`config.mk`:
```
export PLATFORM = sky130hd
export DESIGN_NAME = seq_detector_param
export DESIGN_NICKNAME = d
export VERILOG_FILES = /design/src/rtl/seq_detector_param.sv
export SDC_FILE = /design/constraint.sdc
export NUM_CORES = 1
export LEC_CHECK = 0
export ABC_AREA = 1
export BUFFER_PORTS_ARGS = -buffer_cell sky130_fd_sc_hd__buf_4
export CAP_MARGIN = 20
export CORE_AREA = 5 5 90 92
export CTS_CLUSTER_SIZE = 10
export DETAILED_ROUTE_END_ITERATION = 8
export DIE_AREA = 0 0 95 97
export GPL_TIMING_DRIVEN = 0
export PLACE_DENSITY = 0.5
export SYNTH_ARGS = -nofsm -noshare
export SYNTH_HDL_FRONTEND = slang
export SYNTH_SLANG_ARGS = --single-unit
```
`constraint.sdc`:
```
create_clock -name clk -period 2.9 [get_ports clk]
set_clock_uncertainty 0.15 [all_clocks]
set_input_delay 0.29 -clock clk [delete_from_list [all_inputs] [get_ports clk]]
set_output_delay 0.29 -clock clk [all_outputs]
set_load 0.01 [all_outputs]
```
`src/rtl/seq_detector_param.sv`:
```
// Channelised serial pattern detector: samples one of CH bit streams and matches a
// runtime-loaded pattern of 1..PAT_W bits, with overlap control and a saturating match count.
module seq_detector_param #(
    parameter int unsigned PAT_W = 8,
    parameter int unsigned CH    = 4,
    parameter int unsigned CNT_W = 8,
    localparam int unsigned SEL_W = (CH > 1) ? $clog2(CH) : 1,
    localparam int unsigned LEN_W = $clog2(PAT_W + 1)
) (
    input  logic             clk,
    input  logic             reset,
    input  logic             en,
    input  logic [CH-1:0]    seq_in,
    input  logic [SEL_W-1:0] ch_sel,
    input  logic             pat_load,
    input  logic [PAT_W-1:0] pat_value,
    input  logic [LEN_W-1:0] pat_len,
    input  logic             overlap,
    input  logic             cnt_clr,
    output logic             det_out,
    output logic [CNT_W-1:0] match_cnt,
    output logic             cnt_sat,
    output logic [1:0]       state
);

    typedef enum logic [1:0] {
        StIdle = 2'd0,
        StFill = 2'd1,
        StHunt = 2'd2
    } state_e;

    state_e           state_q, state_d;
    logic [PAT_W-1:0] hist_q, hist_d;
    logic [PAT_W-1:0] pat_q, pat_d;
    logic [LEN_W-1:0] len_q, len_d;
    logic [LEN_W-1:0] fill_q, fill_d;
    logic             pat_valid_q, pat_valid_d;
    logic [SEL_W-1:0] ch_q, ch_d;
    logic             det_q, det_d;
    logic [CNT_W-1:0] cnt_q, cnt_d;
    logic             sat_q, sat_d;

    logic [SEL_W-1:0] sel_eff;
    logic             bit_in;
    logic [LEN_W-1:0] len_clamped;
    logic [PAT_W-1:0] mask;
    logic             match;

    always_ff @(posedge clk or negedge reset) begin
        if (!reset) begin
            state_q     <= StIdle;
            hist_q      <= '0;
            pat_q       <= '0;
            len_q       <= LEN_W'(PAT_W);
            fill_q      <= '0;
            pat_valid_q <= 1'b0;
            ch_q        <= '0;
            det_q       <= 1'b0;
            cnt_q       <= '0;
            sat_q       <= 1'b0;
        end else begin
            state_q     <= state_d;
            hist_q      <= hist_d;
            pat_q       <= pat_d;
            len_q       <= len_d;
            fill_q      <= fill_d;
            pat_valid_q <= pat_valid_d;
            ch_q        <= ch_d;
            det_q       <= det_d;
            cnt_q       <= cnt_d;
            sat_q       <= sat_d;
        end
    end

    always_comb begin
        state_d     = state_q;
        hist_d      = hist_q;
        pat_d       = pat_q;
        len_d       = len_q;
        fill_d      = fill_q;
        pat_valid_d = pat_valid_q;
        ch_d        = ch_q;
        det_d       = 1'b0;
        cnt_d       = cnt_q;
        sat_d       = sat_q;
        match       = 1'b0;

        // Out-of-range selects alias to channel 0.
        if ({1'b0, ch_sel} >= (SEL_W + 1)'(CH)) begin
            sel_eff = '0;
        end else begin
            sel_eff = ch_sel;
        end
        bit_in = seq_in[sel_eff];

        if (pat_len == '0 || pat_len > LEN_W'(PAT_W)) begin
            len_clamped = LEN_W'(PAT_W);
        end else begin
            len_clamped = pat_len;
        end

        for (int i = 0; i < int'(PAT_W); i++) begin
            mask[i] = (i < int'(len_q));
        end

        if (pat_load) begin
            pat_d       = pat_value;
            len_d       = len_clamped;
            pat_valid_d = 1'b1;
            hist_d      = '0;
            fill_d      = '0;
        end else if (en && pat_valid_q) begin
            if (ch_sel != ch_q) begin
                hist_d = {{(PAT_W - 1){1'b0}}, bit_in};
                fill_d = LEN_W'(1);
            end else begin
                hist_d = {hist_q[PAT_W-2:0], bit_in};
                fill_d = (fill_q == LEN_W'(PAT_W)) ? fill_q : fill_q + 1'b1;
            end
            match = (fill_d >= len_q) && ((hist_d & mask) == (pat_q & mask));
            if (match) begin
                det_d = 1'b1;
                // Non-overlapping mode demands len fresh bits for the next hit.
                if (!overlap) begin
                    fill_d = '0;
                end
            end
        end

        if (en) begin
            ch_d = ch_sel;
        end

        if (cnt_clr) begin
            cnt_d = '0;
            sat_d = 1'b0;
        end else if (match) begin
            if (cnt_q != '1) begin
                cnt_d = cnt_q + 1'b1;
            end
            if (cnt_d == '1) begin
                sat_d = 1'b1;
            end
        end

        if (!en || !pat_valid_d) begin
            state_d = StIdle;
        end else if (fill_d >= len_d) begin
            state_d = StHunt;
        end else begin
            state_d = StFill;
        end
    end

    assign det_out   = det_q;
    assign match_cnt = cnt_q;
    assign cnt_sat   = sat_q;
    assign state     = state_q;

endmodule

```
==> out/qor.yml, run 1 <==
die:
  rows: 31
  die_x_um: 95
  core-area_sq_um: 7140
  start_util_pct: 33.1
  dieArea_sq_um: 9220
  die_height_um: 97
  io-pin-count: 36
finish:
  final_area_sq_um: 3140
  final_cell_mix: "nand2_1 (78), buf_4 (63), dfrtp_1 (36), inv_1 (34), nand3_1 (34)"
  fin_nets: 411
  layout_commonest_cell: "nand2_1"
  diodes: 0
  drive_gt1_share_pct: 30.2
  num-fill-cells: 755
  fin_util_pct: 44.0
  finalNonFillerCells: 476
  area_growth_pct: 33.1
global_routing:
  grt_pass1_vias: 2271
  grt-ovfl-total: 0
  antenna_found_initial: 0
  grt_max_degree: 39
  track_usage_pct: 14.2
  grt_pass1_wl_um: 10400
synthesis:
  ys_types: 33
  synth_top_family_by_area: "simple AND/OR/NAND/NOR gates"
  async_flop_share_pct: 100
  synth_cells: 305
  synth_xor_area_share_pct: 2.97
  synth_area_sq_um: 2360
  synth-main-ff-cell: "dfrtp_1"
  muxShareOfSynthArea_pct: 0
  synth-compound-area-share_pct: 8.74
  synth_simple_gate_area_share_pct: 34.5
  synth.yosys.warnings: 0
  synth_nets: 340
  synth_enable_flop_cells: 0
  synth-seq-area-share_pct: 40.3
  synth_seq_cells: 38
  avgSynthCellArea_sq_um: 7.75
  synthAdderAreaFrac_pct: 5.83
sta:
  worst_pin_slew_ns: 0.732
  fmax_mhz: 328
  rsz0062_at_grt: "true"
  hold_viol: 0
  finalHoldWorstSlack_ns: 0.0553
  fin_crit_sh_pct: 105
  post-route-min-period_ns: 3.05
  fin_ws_ns: -0.152
  max_slew_margin_pct: 51.0
  setup_viol: 2
  maxSlewViolCount: 0
placement:
  postPlaceCellArea_sq_um: 2760
  post-dp-hpwl_um: 4250
  port_buffers: 35
  place.gp.congestion: 0.822
  pre_cts_ws_ns: -0.476
  post-place-cells: 439
hold_path:
  hp-class: "in -> reg"
routing:
  detail-route-antenna-nets: 0
  vias_per_cell: 4.61
  remaining_drc_errors: 0
  firstDrtPassIters: 4
  routed_wl_um: 5940
  dr.first_iter.drc_count: 65
  vias: 2196
  detail_route.wl_per_cell_um: 12.5
power_and_ir_drop:
  p_seq_share_pct: 44.9
  leakage_nw: 1.60
  ir_drop_mv: 0.268
  p_comb_share_pct: 25.3
  power.switching_mw: 0.393
  p_int_mw: 0.894
  sw_frac_of_total_pct: 30.5
  p_clk_share_pct: 29.7
  power.density_nw_per_um2: 409
outcome:
  failed_checks: "negative setup slack"
  status: "finished, violations left"
setup_path:
  arrival_ns: 3.09
  cp-end-kind: "flop"
  required_ns: 2.93
  critical_path_class: "reg -> reg"
  crit_fanout: 4
  cp-start-kind: "flop"
clock_tree:
  cts_max_path_buffers: 2
  clock_sinks: 38
  insertion_delay_ns: 0.29
  htree_levels: 2
  clkSlewWorstSetupHoldPaths_ns: 0.08
  cts_root_buffer: "clkbuf_8"
  tritoncts: "done"
  cts_buffers: 5
run:
  drv_cap: 0
final cells by class:
| class | instances | area (sq um) | area share, % |
|---|---|---|---|
| multi-input combinational | 221 | 1310 | 41.6 |
| sequential | 38 | 953 | 30.3 |
| timing repair buffer | 64 | 483 | 15.4 |
| inverter | 42 | 160 | 5.10 |
| tap | 99 | 124 | 3.94 |
| clock buffer | 7 | 86.3 | 2.75 |
| buffer | 4 | 23.8 | 0.756 |
| clock inverter | 1 | 5.00 | 0.159 |
worst max-delay path, cell delays in order, from the launching register on:
cell and delay, ns:
dfrtp_1 0.41, nand2_1 0.09, nand2_2 0.06, nor2_4 0.13
buf_6 0.13, inv_4 0.04, a211oi_2 0.21, ha_1 0.18
nand4_1 0.13, nand3_2 0.11, nand3_2 0.08, nor2_4 0.15
nand4_4 0.11, nand3_2 0.10, o21ai_2 0.06, ha_1 0.29
inv_1 0.06, nor2_1 0.03, o211ai_1 0.15, nand3_1 0.12
nand3_1 0.08, inv_1 0.04
power groups by stage:
stage | Sequential, mW | Clock (mW) | Combinational [mW]
global placement | 0.589 | 0 | 0.256
global route | 0.583 | 0.426 | 0.365
detailed placement | 0.589 | 0 | 0.259
CTS | 0.579 | 0.405 | 0.328
floorplan | 0.586 | 0 | 0.166
finish | 0.578 | 0.382 | 0.326
cell families after synthesis:
| group | after synthesis |
|---|---|
| and+or+nand+nor | 163 |
| buffers and inverters | 46 |
| AOI/OAI and AO/OA | 39 |
| DFF | 38 |
| adders and majority gates | 11 |
| xor gates and xnor gates | 8 |
sequential cells by signal, summed over array words and instances, names as in the netlist:
register,cells
fill_q,4
cnt_sat,1
state,2
len_q,4
hist_q,7
det_out,1
pat_q,8
ch_q,2
match_cnt,8
pat_valid_q,1
per-stage QoR:
step / TNS (ns) / power [mW]
CTS: -0.248 / 1.31
detailed placement: -0.895 / 0.847
global route: -0.694 / 1.37
global placement: -0.865 / 0.845
finish: -0.250 / 1.29
floorplan: -0.00517 / 0.752
what timing repair did:
action / in CTS / in global routing
pin swaps: 13 / 13
resized for setup: 17 / 3
hold buffers: 1 / 0
buffers inserted: 29 / 1
endpoints found under the setup margin: 2 / 3
gates cloned: 0 / 0
endpoints found under the hold margin: 37 / 0
cells in the mapped netlist (2+ instances only):
| library cell | count | area (sq um) |
|---|---|---|
| xnor2_1 | 2 | 17.5 |
| nand3_1 | 37 | 185 |
| nand2_1 | 80 | 300 |
| o21ai_0 | 25 | 125 |
| nand2_2 | 2 | 12.5 |
| clkbuf_1 | 2 | 7.51 |
| nor2_2 | 2 | 12.5 |
| nand3_2 | 6 | 60.1 |
| nand4_1 | 6 | 37.5 |
| nor2_1 | 18 | 67.6 |
| o21ai_1 | 2 | 10.0 |
| nand2_4 | 3 | 33.8 |
| inv_1 | 39 | 146 |
| ha_1 | 11 | 138 |
| dfrtp_1 | 37 | 926 |
| inv_2 | 3 | 11.3 |
| a21oi_1 | 8 | 40.0 |
| xor2_1 | 6 | 52.6 |
| nor2_4 | 2 | 22.5 |
routing by layer:
metal	wire length (um)	share of wire, %	track usage (%)	vias up
met5	0	0	0	-
met4	106	1.8	5.11	0
met3	219	3.7	3.10	7
met2	2770	47	22.7	40
met1	2850	48	18.6	1015
li1	-	-	-	1134
final timing paths:
kind                               from          end  slack (ns)  cells past startpoint
min in group asynchronous         reset     pat_q[1]        0.37                      2
max in group asynchronous         reset    fill_q[0]        1.85                      2
min reg2reg                 pat_valid_q  pat_valid_q        0.34                      1
max reg2reg                     ch_q[1]     state[1]       -0.15                     21
min                        pat_value[7]     pat_q[7]        0.06                      3
max                             ch_q[1]     state[1]       -0.15                     21
Note: power is estimated with default switching activity, not from simulation.
==> run 2, diff against run 1 <==
--- a/config.mk
+++ b/config.mk
@@ -9,11 +9,12 @@
 export BUFFER_PORTS_ARGS = -buffer_cell sky130_fd_sc_hd__buf_4
 export CAP_MARGIN = 20
 export CORE_AREA = 5 5 90 92
+export CTS_CLUSTER_DIAMETER = 30
 export CTS_CLUSTER_SIZE = 10
 export DETAILED_ROUTE_END_ITERATION = 8
 export DIE_AREA = 0 0 95 97
 export GPL_TIMING_DRIVEN = 0
-export PLACE_DENSITY = 0.5
+export PLACE_DENSITY = 0.48
 export SYNTH_ARGS = -nofsm -noshare
 export SYNTH_HDL_FRONTEND = slang
 export SYNTH_SLANG_ARGS = --single-unit
==> constraint.sdc (replaced) <==
create_clock -name clk -period 3.5 [get_ports clk]
set_clock_uncertainty 0.15 [all_clocks]
set_input_delay 0.35 -clock clk [delete_from_list [all_inputs] [get_ports clk]]
set_output_delay 0.35 -clock clk [all_outputs]
set_load 0.01 [all_outputs]
==> out/qor.yml, run 2 (synthesis results as in run 1) <==
outcome:
  status: "finished clean"
clock_tree:
  tritoncts: "done"
  insertion_delay_ns: 0.29  # about the same
  clock_sinks: 38  # unchanged
  cts_max_path_buffers: 2  # unchanged
  cts_root_buffer: "clkbuf_8"
  cts_buffers: 5  # unchanged
  clkSlewWorstSetupHoldPaths_ns: 0.08  # about the same
  htree_levels: 2  # unchanged
routing:
  routed_wl_um: 5720  # -3.8%
  vias: 2108  # -4.0%
  vias_per_cell: 4.60  # -0.23%
  remaining_drc_errors: 0  # unchanged
  detail_route.wl_per_cell_um: 12.5  # about the same
  detail-route-antenna-nets: 0  # unchanged
  firstDrtPassIters: 4  # unchanged
  dr.first_iter.drc_count: 91  # +40%
global_routing:
  grt_pass1_wl_um: 9810  # -5.7%
  antenna_found_initial: 0  # unchanged
  grt_pass1_vias: 2120  # -6.6%
  track_usage_pct: 13.2  # -1.0 points
  grt_max_degree: 39  # unchanged
  grt-ovfl-total: 0  # unchanged
die:
  start_util_pct: 33.1  # unchanged
  core-area_sq_um: 7140  # unchanged
  io-pin-count: 36  # unchanged
  die_x_um: 95  # unchanged
  rows: 31  # unchanged
  die_height_um: 97  # unchanged
  dieArea_sq_um: 9220  # unchanged
setup_path:
  cp-start-kind: "flop"
  path_cells: "nand2_1 -> nand2_2 -> nor2_4 -> buf_6 -> inv_2 -> a211oi_2 -> ha_1 -> nand4_1 -> nand3_2 -> nand3_2 -> nor2_4 -> nand4_4 -> nand3_2 -> o21ai_2 -> ha_1 -> inv_1 -> nor2_1 -> o211ai_1 -> nand3_1 -> nand3_1 -> inv_1"
  timing.rr.start: "ch_q[0]"
  critical_path.startpoint: "ch_q[0]"
  endpoint: "state[1]"
  critical_path_class: "reg -> reg"
  rrSetupSlack_ns: 0.25  # +0.41 ns
  cpMaxStageDelayCell: "dfrtp_1"
  r2r_cells: 21  # unchanged
  r2r-end: "state[1]"
  cpPeakStageDelay_ns: 0.41  # about the same
  crit_fanout: 6  # +2
  arrival_ns: 3.29  # +0.20 ns
  required_ns: 3.54  # +0.61 ns
  cp_common_cell: "nand3_2"
  cp-end-kind: "flop"
sta:
  setup_viol: 0  # -2
  maxSlewViolCount: 0  # unchanged
  hold_viol: 0  # unchanged
  fin_ws_ns: 0.253  # +0.405 ns
  post-route-min-period_ns: 3.25  # +0.195 ns
  worst_pin_slew_ns: 0.736  # +0.00461 ns
  fin_crit_sh_pct: 92.8  # -12 points
  fmax_mhz: 308  # -6.0%
  max_slew_margin_pct: 50.7  # -0.31 points
placement:
  port_buffers: 35  # unchanged
  pre_cts_ws_ns: -0.156  # +0.319 ns
  post-dp-hpwl_um: 4360  # +2.8%
  place.gp.congestion: 0.860  # +4.5%
finish:
  area_growth_pct: 25.8
  drive_gt1_share_pct: 24.5  # -5.7 points
  layout_commonest_cell: "nand2_1"
  fin_nets: 393  # -4.4%
  fin_util_pct: 41.7  # -2.4 points
  num-fill-cells: 778  # +3.0%
  final_cell_mix: "nand2_1 (79), buf_4 (45), dfrtp_1 (37), inv_1 (36), nand3_1 (34)"
  diodes: 0  # unchanged
power_and_ir_drop:
  power.density_nw_per_um2: 351  # -14%
  ir_drop_mv: 0.167  # -37%
  leakage_nw: 1.51  # -5.4%
  total_power_mw: 1.04  # -19%
hold_path:
  hp-class: "in -> reg"
  hp-start: "pat_value[4]"
run:
  drv_cap: 0  # unchanged
[run 2: how the worst min path moves through the flow]
stage,end,slack (ns),cells past startpoint
finish,pat_q[4],0.11,3
global route,pat_q[4],0.11,3
CTS,pat_q[4],0.10,3
detailed placement,pat_q[5],0.22,1
global placement,pat_q[5],0.22,1
floorplan,ch_q[0],-0.1,0
[run 2: per-stage QoR]
step           cell area [sq um]  std cells  hold slack [ns]  TNS [ns]
6_report                    2970        458            0.106         0
5_1_grt                     2970        458            0.106   -0.0171
3_3_place_gp                2750        439            0.221    -0.152
2_1_floorplan               2360        305          -0.0956         0
4_1_cts                     2860        448            0.104         0
3_5_place_dp                2750        439            0.217    -0.237
[run 2: worst max-delay path, delay by kind of cell, from the launching register on]
family | cells | cell delay, ns
AND/OR/NAND/NOR | 12 | 1.26
flip-flops | 1 | 0.41
buffers and inverters | 4 | 0.31
AO/OA/AOI/OAI | 3 | 0.50
adder cells (fa/ha/maj) | 2 | 0.52
[run 2: power breakdown]
group	internal, mW	total, mW	switching [mW]	leakage [nW]
clock	0.159	0.322	0.163	0.0482
combinational	0.100	0.242	0.141	0.967
sequential	0.462	0.479	0.0174	0.496
total	0.721	1.04	0.322	1.51
[run 2: repair_timing]
action,4_1_cts,5_1_grt
hold buffers,1,0
hold endpoints to repair,37,0
setup buffers,0,10
gates resized for setup,2,11
endpoints found under the setup margin,2,2
pin swaps,0,12
[run 2: per-layer routing]
metal,part of all wire (%),vias to the layer above,GRT usage [%],routed length [um]
met4,1.4,0,2.33,82
met5,0,-,0,0
met3,5.9,6,3.49,338
li1,-,1105,-,-
met2,44,48,19.8,2490
met1,49,949,19.0,2800
[run 2: area by class of cell]
type | count | area [sq um] | area share, %
multi-input cells | 221 | 1280 | 42.9
well taps | 99 | 124 | 4.17
plain buffers | 4 | 23.8 | 0.800
repair buffers | 46 | 348 | 11.7
clock inverters | 1 | 5.00 | 0.168
clock buffers | 7 | 86.3 | 2.90
inverters | 42 | 158 | 5.30
flip-flops and latches | 38 | 952 | 32.0
